## src/rtl/i2s_master_param.sv

```systemverilog
// I2S / left-justified audio master: derives bclk and lrclk from mclk, serialises tx_l/tx_r on sdout and captures sdin.
// Optional build macro I2S_LOOPBACK_EN: the receiver samples the internal sdout register instead of sdin.
module i2s_master_param #(
  parameter int BCLK_HALF = 12,
  parameter int SLOT_BITS = 32,
  parameter int DATA_BITS = 32
) (
  input  logic                 mclk,
  input  logic                 rst,
  input  logic                 en,
  input  logic                 fmt,
  output logic                 lrclk,
  output logic                 bclk,
  output logic                 sdout,
  input  logic                 sdin,
  input  logic [DATA_BITS-1:0] tx_l,
  input  logic [DATA_BITS-1:0] tx_r,
  output logic                 tx_ack,
  output logic [DATA_BITS-1:0] rx_l,
  output logic [DATA_BITS-1:0] rx_r,
  output logic                 rx_valid
);

  localparam int CNT_W = $clog2(2*BCLK_HALF);
  localparam int IDX_W = $clog2(2*SLOT_BITS);
  localparam logic [CNT_W-1:0] CNT_LAST = CNT_W'(2*BCLK_HALF-1);
  localparam logic [CNT_W-1:0] CNT_RISE = CNT_W'(BCLK_HALF);
  localparam logic [IDX_W-1:0] IDX_LAST = IDX_W'(2*SLOT_BITS-1);

  logic [CNT_W-1:0]     cnt;
  logic [IDX_W-1:0]     bit_idx;
  logic                 fmt_lat;
  logic [DATA_BITS-1:0] tx_l_lat;
  logic [DATA_BITS-1:0] tx_r_lat;
  logic [DATA_BITS-1:0] rx_sh_l;
  logic [DATA_BITS-1:0] rx_sh_r;
  logic                 started;
  logic                 prev_live;
  logic                 rx_done;

  logic                 frame_start;
  logic                 fmt_eff;
  logic [DATA_BITS-1:0] l_eff;
  logic                 tx_bit;
  logic                 lr_nxt;
  logic                 rx_bit;
  logic [IDX_W-1:0]     rx_pos;
  logic                 rx_right;
  int                   rx_k;
  logic                 rx_in_data;
  logic                 rx_last;

  // Frame position of the bit carried in bit_idx; I2S runs one bclk behind, so its bit 0 is the previous right LSB.
  function automatic logic [IDX_W-1:0] slot_pos(input logic lj, input logic [IDX_W-1:0] idx);
    if (lj) return idx;
    if (idx == '0) return IDX_LAST;
    return idx - IDX_W'(1);
  endfunction

  function automatic logic pick_bit(input logic [DATA_BITS-1:0] l, input logic [DATA_BITS-1:0] r,
                                    input logic lj, input logic [IDX_W-1:0] idx);
    logic [IDX_W-1:0]     pos;
    logic [DATA_BITS-1:0] word;
    int                   k;
    pos  = slot_pos(lj, idx);
    k    = int'(pos);
    word = l;
    if (k >= SLOT_BITS) begin
      word = r;
      k    = k - SLOT_BITS;
    end
    if (k >= DATA_BITS) return 1'b0;
    word = word >> (DATA_BITS - 1 - k);
    return word[0];
  endfunction

`ifdef I2S_LOOPBACK_EN
  logic unused_sdin;
  assign unused_sdin = sdin;
  assign rx_bit = sdout;
`else
  assign rx_bit = sdin;
`endif

  // At frame start the inputs being latched this edge already govern the first driven bit.
  always_comb begin
    frame_start = en && (cnt == '0) && (bit_idx == '0);
    fmt_eff     = frame_start ? fmt : fmt_lat;
    l_eff       = frame_start ? tx_l : tx_l_lat;
    tx_bit      = pick_bit(l_eff, tx_r_lat, fmt_eff, bit_idx);
    lr_nxt      = (int'(bit_idx) < SLOT_BITS) ? fmt_eff : !fmt_eff;
    rx_pos      = slot_pos(fmt_lat, bit_idx);
    rx_right    = int'(rx_pos) >= SLOT_BITS;
    rx_k        = rx_right ? int'(rx_pos) - SLOT_BITS : int'(rx_pos);
    rx_in_data  = rx_k < DATA_BITS;
    rx_last     = rx_right && (rx_k == DATA_BITS - 1);
  end

  // prev_live guards the I2S right-LSB that lands in bit 0: it only completes a word if the prior frame ran in I2S.
  always_ff @(posedge mclk) begin
    if (rst) begin
      cnt       <= '0;
      bit_idx   <= '0;
      bclk      <= 1'b0;
      lrclk     <= 1'b0;
      sdout     <= 1'b0;
      tx_ack    <= 1'b0;
      rx_valid  <= 1'b0;
      rx_l      <= '0;
      rx_r      <= '0;
      rx_sh_l   <= '0;
      rx_sh_r   <= '0;
      fmt_lat   <= 1'b0;
      tx_l_lat  <= '0;
      tx_r_lat  <= '0;
      started   <= 1'b0;
      prev_live <= 1'b0;
      rx_done   <= 1'b0;
    end else if (!en) begin
      cnt       <= '0;
      bit_idx   <= '0;
      bclk      <= 1'b0;
      lrclk     <= fmt;
      sdout     <= 1'b0;
      tx_ack    <= 1'b0;
      rx_valid  <= 1'b0;
      tx_l_lat  <= '0;
      tx_r_lat  <= '0;
      started   <= 1'b0;
      prev_live <= 1'b0;
      rx_done   <= 1'b0;
    end else begin
      if (cnt == CNT_LAST) begin
        cnt     <= '0;
        bit_idx <= (bit_idx == IDX_LAST) ? '0 : bit_idx + IDX_W'(1);
      end else begin
        cnt <= cnt + CNT_W'(1);
      end
      bclk   <= (cnt >= CNT_RISE);
      tx_ack <= frame_start;

      if (cnt == '0) begin
        sdout <= tx_bit;
        lrclk <= lr_nxt;
      end

      if (frame_start) begin
        fmt_lat   <= fmt;
        tx_l_lat  <= tx_l;
        tx_r_lat  <= tx_r;
        prev_live <= started && !fmt_lat;
        started   <= 1'b1;
      end

      if ((cnt == CNT_RISE) && rx_in_data) begin
        if (rx_right) rx_sh_r <= {rx_sh_r[DATA_BITS-2:0], rx_bit};
        else          rx_sh_l <= {rx_sh_l[DATA_BITS-2:0], rx_bit};
      end
      rx_done  <= (cnt == CNT_RISE) && rx_in_data && rx_last && ((bit_idx != '0) || prev_live);
      rx_valid <= rx_done;
      if (rx_done) begin
        rx_l <= rx_sh_l;
        rx_r <= rx_sh_r;
      end
    end
  end

endmodule

```

## config.mk

```make
export PLATFORM = sky130hd
export DESIGN_NAME = i2s_master_param
export DESIGN_NICKNAME = d
export VERILOG_FILES = /design/src/rtl/i2s_master_param.sv
export SDC_FILE = /design/constraint.sdc
export NUM_CORES = 1
export LEC_CHECK = 0
export ABC_AREA = 1
export BUFFER_PORTS_ARGS = -buffer_cell sky130_fd_sc_hd__buf_2
export CAP_MARGIN = 20
export CORE_UTILIZATION = 56
export CTS_CLUSTER_SIZE = 12
export DETAILED_ROUTE_END_ITERATION = 6
export PLACE_DENSITY = 0.79
export REMOVE_ABC_BUFFERS = 1
export SYNTH_ARGS = -nofsm -noshare
export SYNTH_HDL_FRONTEND = slang
export SYNTH_SLANG_ARGS = --single-unit
```

## constraint.sdc

```tcl
create_clock -name mclk -period 3.2 [get_ports mclk]
set_clock_uncertainty 0.1 [all_clocks]
set_input_delay 0 -clock mclk [delete_from_list [all_inputs] [get_ports mclk]]
set_output_delay 0 -clock mclk [all_outputs]
set_load 0.1 [all_outputs]
```

# Word level (Yosys, flattened, before mapping)

Cells that the tools add are included.

Register bits after elaboration: 212

Bitwise operators: 2
Reductions and logical operators: 18
Eq/ne operators: 5
$add $sub $neg: 6
Multiplexer cells: 25
Shift-type cells: 1
Magnitude comparators: 6

Operators with widths:

| operator                                                            | number |
|---|---|
| 2-to-1 mux 32 bit                                                   | 4 |
| 2-to-1 mux 6 bit                                                    | 9 |
| equality test 32 x 6 -> 1 bit (second input constant)               | 1 |
| greater-or-equal comparator 32 x 7 -> 1 bit (second input constant) | 1 |
| less-than comparator 32 x 7 -> 1 bit (second input constant)        | 1 |
| right shift 32 x 32 -> 1 bit                                        | 1 |
| subtractor 6 x 32 -> 32 bit (first input constant)                  | 1 |
| subtractor 6 x 6 -> 7 bit (second input constant)                   | 2 |
| greater-or-equal comparator 6 bit (second input constant)           | 2 |
| 2-to-1 mux 1 bit                                                    | 12 |
| logical AND 1 bit                                                   | 7 |
| adder 6 x 1 -> 6 bit (second input constant)                        | 1 |
| equality test 6 bit (second input constant)                         | 1 |
| logical NOT 6 bit                                                   | 1 |
| less-than comparator 6 bit (second input constant)                  | 1 |
| AND reduction 3 bit                                                 | 2 |
| nonzero test 6 bit                                                  | 1 |
| subtractor 6 x 1 -> 6 bit (second input constant)                   | 1 |
| adder 5 x 1 -> 5 bit (second input constant)                        | 1 |
| equality test 5 x 4 -> 1 bit (second input constant)                | 1 |
| equality test 5 bit (second input constant)                         | 1 |
| greater-or-equal comparator 5 x 4 -> 1 bit (second input constant)  | 1 |
| logical NOT 5 bit                                                   | 1 |
| OR reduction 3 bit                                                  | 1 |
| 6 further kinds                                                     | 8 |

# Logic depth before layout (Yosys ltp)

Word-level depth: 13
Gate-level depth with buffers: 19
Depth with buffers taken out: 18

# Least setup slack after synthesis

Ideal clock, no wire load.

Path type: reg-to-reg
Start point: register bit_idx[0]
End point: register rx_done
Clock period less this slack: 2.843 ns
Library setup time: 0.092 ns
Cell stages (with the launch flop): 16
Path slack: 0.357 ns
Arrival time: 2.651 ns
Cell sequence: dfxtp_1 > inv_1 > ha_1 > inv_1 > nor2_1 > nand2_1 > nand2_1 > nand2_1 > nand3_2 > o21ai_1 > inv_1 > clkbuf_1 > ha_1 > inv_1 > or4_1 > nor4_1

Longest elaborated chain between the ends: 11
Elaborated cells between the ends (all ways): 19
Classes of those cells: add/sub (2); order compare (2); eq/ne (1); mux (7); reduce/logical (7)

Ends and longest elaborated chain:

| what                                                                                          | line | source |
|---|---|---|
| start, declared                                                                               | 31   | `logic [IDX_W-1:0] bit_idx;` |
| start signal, assigned                                                                        | 135  | `bit_idx <= (bit_idx == IDX_LAST) ? '0 : bit_idx + IDX_W'(1);` |
| parallel branches: the longest is 10 deep, another holds less-than comparator 32 x 7 -> 1 bit | n/a  |  |
| logical AND 1 bit *                                                                           | 159  | `rx_done <= (cnt == CNT_RISE) && rx_in_data && rx_last && ((bit_idx != '0) \|\| prev_live);` |
| end signal, assigned                                                                          | 159  |  |
| end, declared                                                                                 | 39   | `logic rx_done;` |

Mark *: on every way between the ends. The select of a mux whose other input is x is not followed.
A chain may end at the register's enable or synchronous reset.

# Final worst setup path

Same ends and word-level chain as after synthesis.

==> flow_summary.yaml <==
logic_synthesis:
  synthCells: 1186
  synth-main-ff-cell: "sky130_fd_sc_hd__dfxtp_1"
  synthDominantAreaCellType: "sky130_fd_sc_hd__dfxtp_1"
  commonest_cells_post_synth: "sky130_fd_sc_hd__nor2_1 (260), sky130_fd_sc_hd__dfxtp_1 (212), sky130_fd_sc_hd__o21ai_0 (184), sky130_fd_sc_hd__nand2_1 (134), sky130_fd_sc_hd__inv_1 (114)"
  ys_async_sr_fraction: 0
  synthesis.area_per_instance_um2: 7.248
  ys_ff_latch: 212
  synthDominantCellAreaShare: 0.4937
  post_synth_main_area_contributors: "sky130_fd_sc_hd__dfxtp_1 (49%), sky130_fd_sc_hd__nor2_1 (11%), sky130_fd_sc_hd__o21ai_0 (11%), sky130_fd_sc_hd__nand2_1 (5.9%), sky130_fd_sc_hd__nand3_1 (5.6%)"
  number_of_enable_flip_flop_cells_after_synthesis: 0
  yosysWarnings: 0
  synth.cell_area_um2: 8596
  yosys.cell_count.top_type: "sky130_fd_sc_hd__nor2_1"
  post_synth_num_cell_types: 33
  share_of_the_yosys_chip_area_belonging_to_registers: 0.4937
die:
  die_area_um2: 15850
  floorplan.rows: 44
  core_um2: 14750
  num_io_pins: 138
  die_h_um: 125.9
  chipWidth_um: 125.9
  initial_utilization: 0.5826
timing:
  timing.setup.tns_ns: 0
  finalHoldViolations: 0
  layout_min_cycle_time_ns: 2.877
  max_slew_headroom: 0.4583
  post-route-worst-setup-slack_ns: 0.3227
  final_min_period_over_clock_period: 0.8992
  setup_violations: 0
  grt_setup_unrepaired: "false"
  maxSlewViolCount: 0
  max_slew.worst_pin.slew_ns: 0.8126
  maxClockFrequency_mhz: 347.5
cts:
  clk_path_buf_depth: 3
  tritoncts: "built"
  clock_sink_count: 212
  post_cts.repair.setup_buffers: 0
  hold_buffers: 70
  cts_resized: 0
  worstSkewPairLatency_ns: 0.51
  cts-buffers-inserted: 23
  ctsHtreeMaxLevel: 1
  cts.clk_slew.worst_paths_ns: 0.06
  cts-root-buf: "sky130_fd_sc_hd__clkbuf_16"
final_layout:
  layout-drive-gt1-share: 0.1522
  n_fill_cell: 1133
  final_cell_area_um2: 10790
  final_util: 0.7310
  multi_input_area_um2: 3585
  sequential_cell_area_um2: 4244
  area.growth.synth_to_final_pct: 25.47
  diodes: 0
  layout.nets: 1442
routing:
  dr.pass1.iters: 5
  drt_iter0_drc: 641
  wire_per_inst_um: 13.95
  detail_route.wirelength_um: 21820
  drcViolationCount: 0
  vias_per_cell: 5.242
  final_antenna_violating_net_count: 0
  vias: 8199
place:
  place.gp.congestion: 0.9338
  buffer_ports.inserted: 137
  post-place-ws_ns: 0.3332
  place.detailed.hpwl_um: 12610
  post_dp_cell_area_um2: 9341
pwr:
  total_leakage_power_nw: 4.687
  total_power_w: 0.005847
  worst_ir_drop_vdd_mv: 0.4108
  power_density_nw_per_um2: 542.1
global_routing:
  vias_in_the_first_global_route: 7759
  largest_net_degree_at_the_start_of_global_routing: 88
  track_usage: 0.2757
  grt_remaining_overflow: 0
  antenna_violations_before_repair: 0
  global_route_wire_length_before_repair_um: 36340
worst_setup_path:
  crit_path_start_kind: "flop"
  worst-endpoint-arrival_ns: 3.20
  timing_worst_setup_path_type: "flop to flop"
  critical_path_required_ns: 3.52
  worst_setup_path_end_kind: "flop"
  worst-path-max-fanout: 6
flow_run:
  max_cap_viol_count: 0
run_status:
  status: "finished, final reports clean"
min_path:
  classification_of_the_worst_slack_hold_path: "input pin to flop"
==> cell families after synthesis <==
kind of cell	count (synthesis)	synth area share
XOR/XNOR	1	0.001019
buffers and inverters	189	0.08923
AND/OR/NAND/NOR	518	0.2530
adder cells (fa/ha/maj)	6	0.008733
AO/OA/AOI/OAI	260	0.1543
flip-flops	212	0.4937
==> placed cells by master (no fill, tap or decap), drive strengths merged, types with 2 or more instances in the layout <==
cell         instances
a21oi               67
buf                154
bufinv               2
clkbuf              33
clkinv               4
dfxtp              212
dlygate4sd3         70
ha                   6
inv                120
nand2              137
nand3              102
nor2               267
nor3                 6
nor3b                3
nor4                 2
o21ai              191
==> final timing paths <==
path	start	end	slack (ns)	cells past startpoint
min reg2reg	rx_sh_r[31]$_SDFFE_PP0P_	rx_sh_r[31]$_SDFFE_PP0P_	0.35	2
max	bit_idx[0]$_SDFFE_PP0P_	rx_done$_SDFF_PP0_	0.32	14
max reg2reg	bit_idx[0]$_SDFFE_PP0P_	rx_done$_SDFF_PP0_	0.32	14
min	tx_r[0]	tx_r_lat[0]$_SDFFE_PP0N_	0.14	4
==> metrics by stage <==
stage,std cells,hold WS (ns)
after floorplan,1118,-0.03093
after global placement,1456,0.1228
after detailed placement,1456,0.1259
after CTS,1564,0.1305
after global routing,1564,0.1562
final,1564,0.1439
==> metal layers <==
layer / vias to the layer above / wire length [um] / track usage
li1: 4160 / - / -
met2: 275 / 10700 / 0.4862
met1: 3712 / 9290 / 0.3427
met4: 0 / 683 / 0.09922
met5: - / 0 / 0
met3: 52 / 1143 / 0.03908
==> registers in the layout (all words and copies together) (netlist names) <==
| name | count |
|---|---|
| bclk | 1 |
| bit_idx | 6 |
| cnt | 5 |
| fmt_lat | 1 |
| lrclk | 1 |
| prev_live | 1 |
| rx_done | 1 |
| rx_l | 32 |
| rx_r | 32 |
| rx_sh_l | 32 |
| rx_sh_r | 32 |
| rx_valid | 1 |
| sdout | 1 |
| started | 1 |
| tx_ack | 1 |
| tx_l_lat | 32 |
| tx_r_lat | 32 |
==> where the power goes <==
| group | internal, W | switching, W |
|---|---|---|
| clock | 0.00158 | 0.00102 |
| combinational | 0.000213 | 0.000341 |
| sequential | 0.00268 | 0.0000184 |
| total | 0.00447 | 0.00138 |
==> cell type report <==
type,count,area share
flip-flops and latches,212,0.3935
repair buffers,224,0.1415
well taps,184,0.02135
clock inverters,5,0.008353
multi-input cells,785,0.3324
inverters,121,0.04234
clock buffers,33,0.06056
==> critical path, cell delays in order (launching register included) <==
cell and delay [ns]:
sky130_fd_sc_hd__dfxtp_1 0.42, sky130_fd_sc_hd__inv_1 0.13, sky130_fd_sc_hd__ha_1 0.27, sky130_fd_sc_hd__inv_1 0.07
sky130_fd_sc_hd__nor2_1 0.05, sky130_fd_sc_hd__nand2_1 0.08, sky130_fd_sc_hd__nand2_1 0.05, sky130_fd_sc_hd__nand2_1 0.10
sky130_fd_sc_hd__nand3_2 0.15, sky130_fd_sc_hd__o21ai_1 0.22, sky130_fd_sc_hd__inv_1 0.11, sky130_fd_sc_hd__ha_1 0.29
sky130_fd_sc_hd__inv_1 0.03, sky130_fd_sc_hd__or4_1 0.50, sky130_fd_sc_hd__nor4_1 0.22
(Power assumes the default switching activity.)
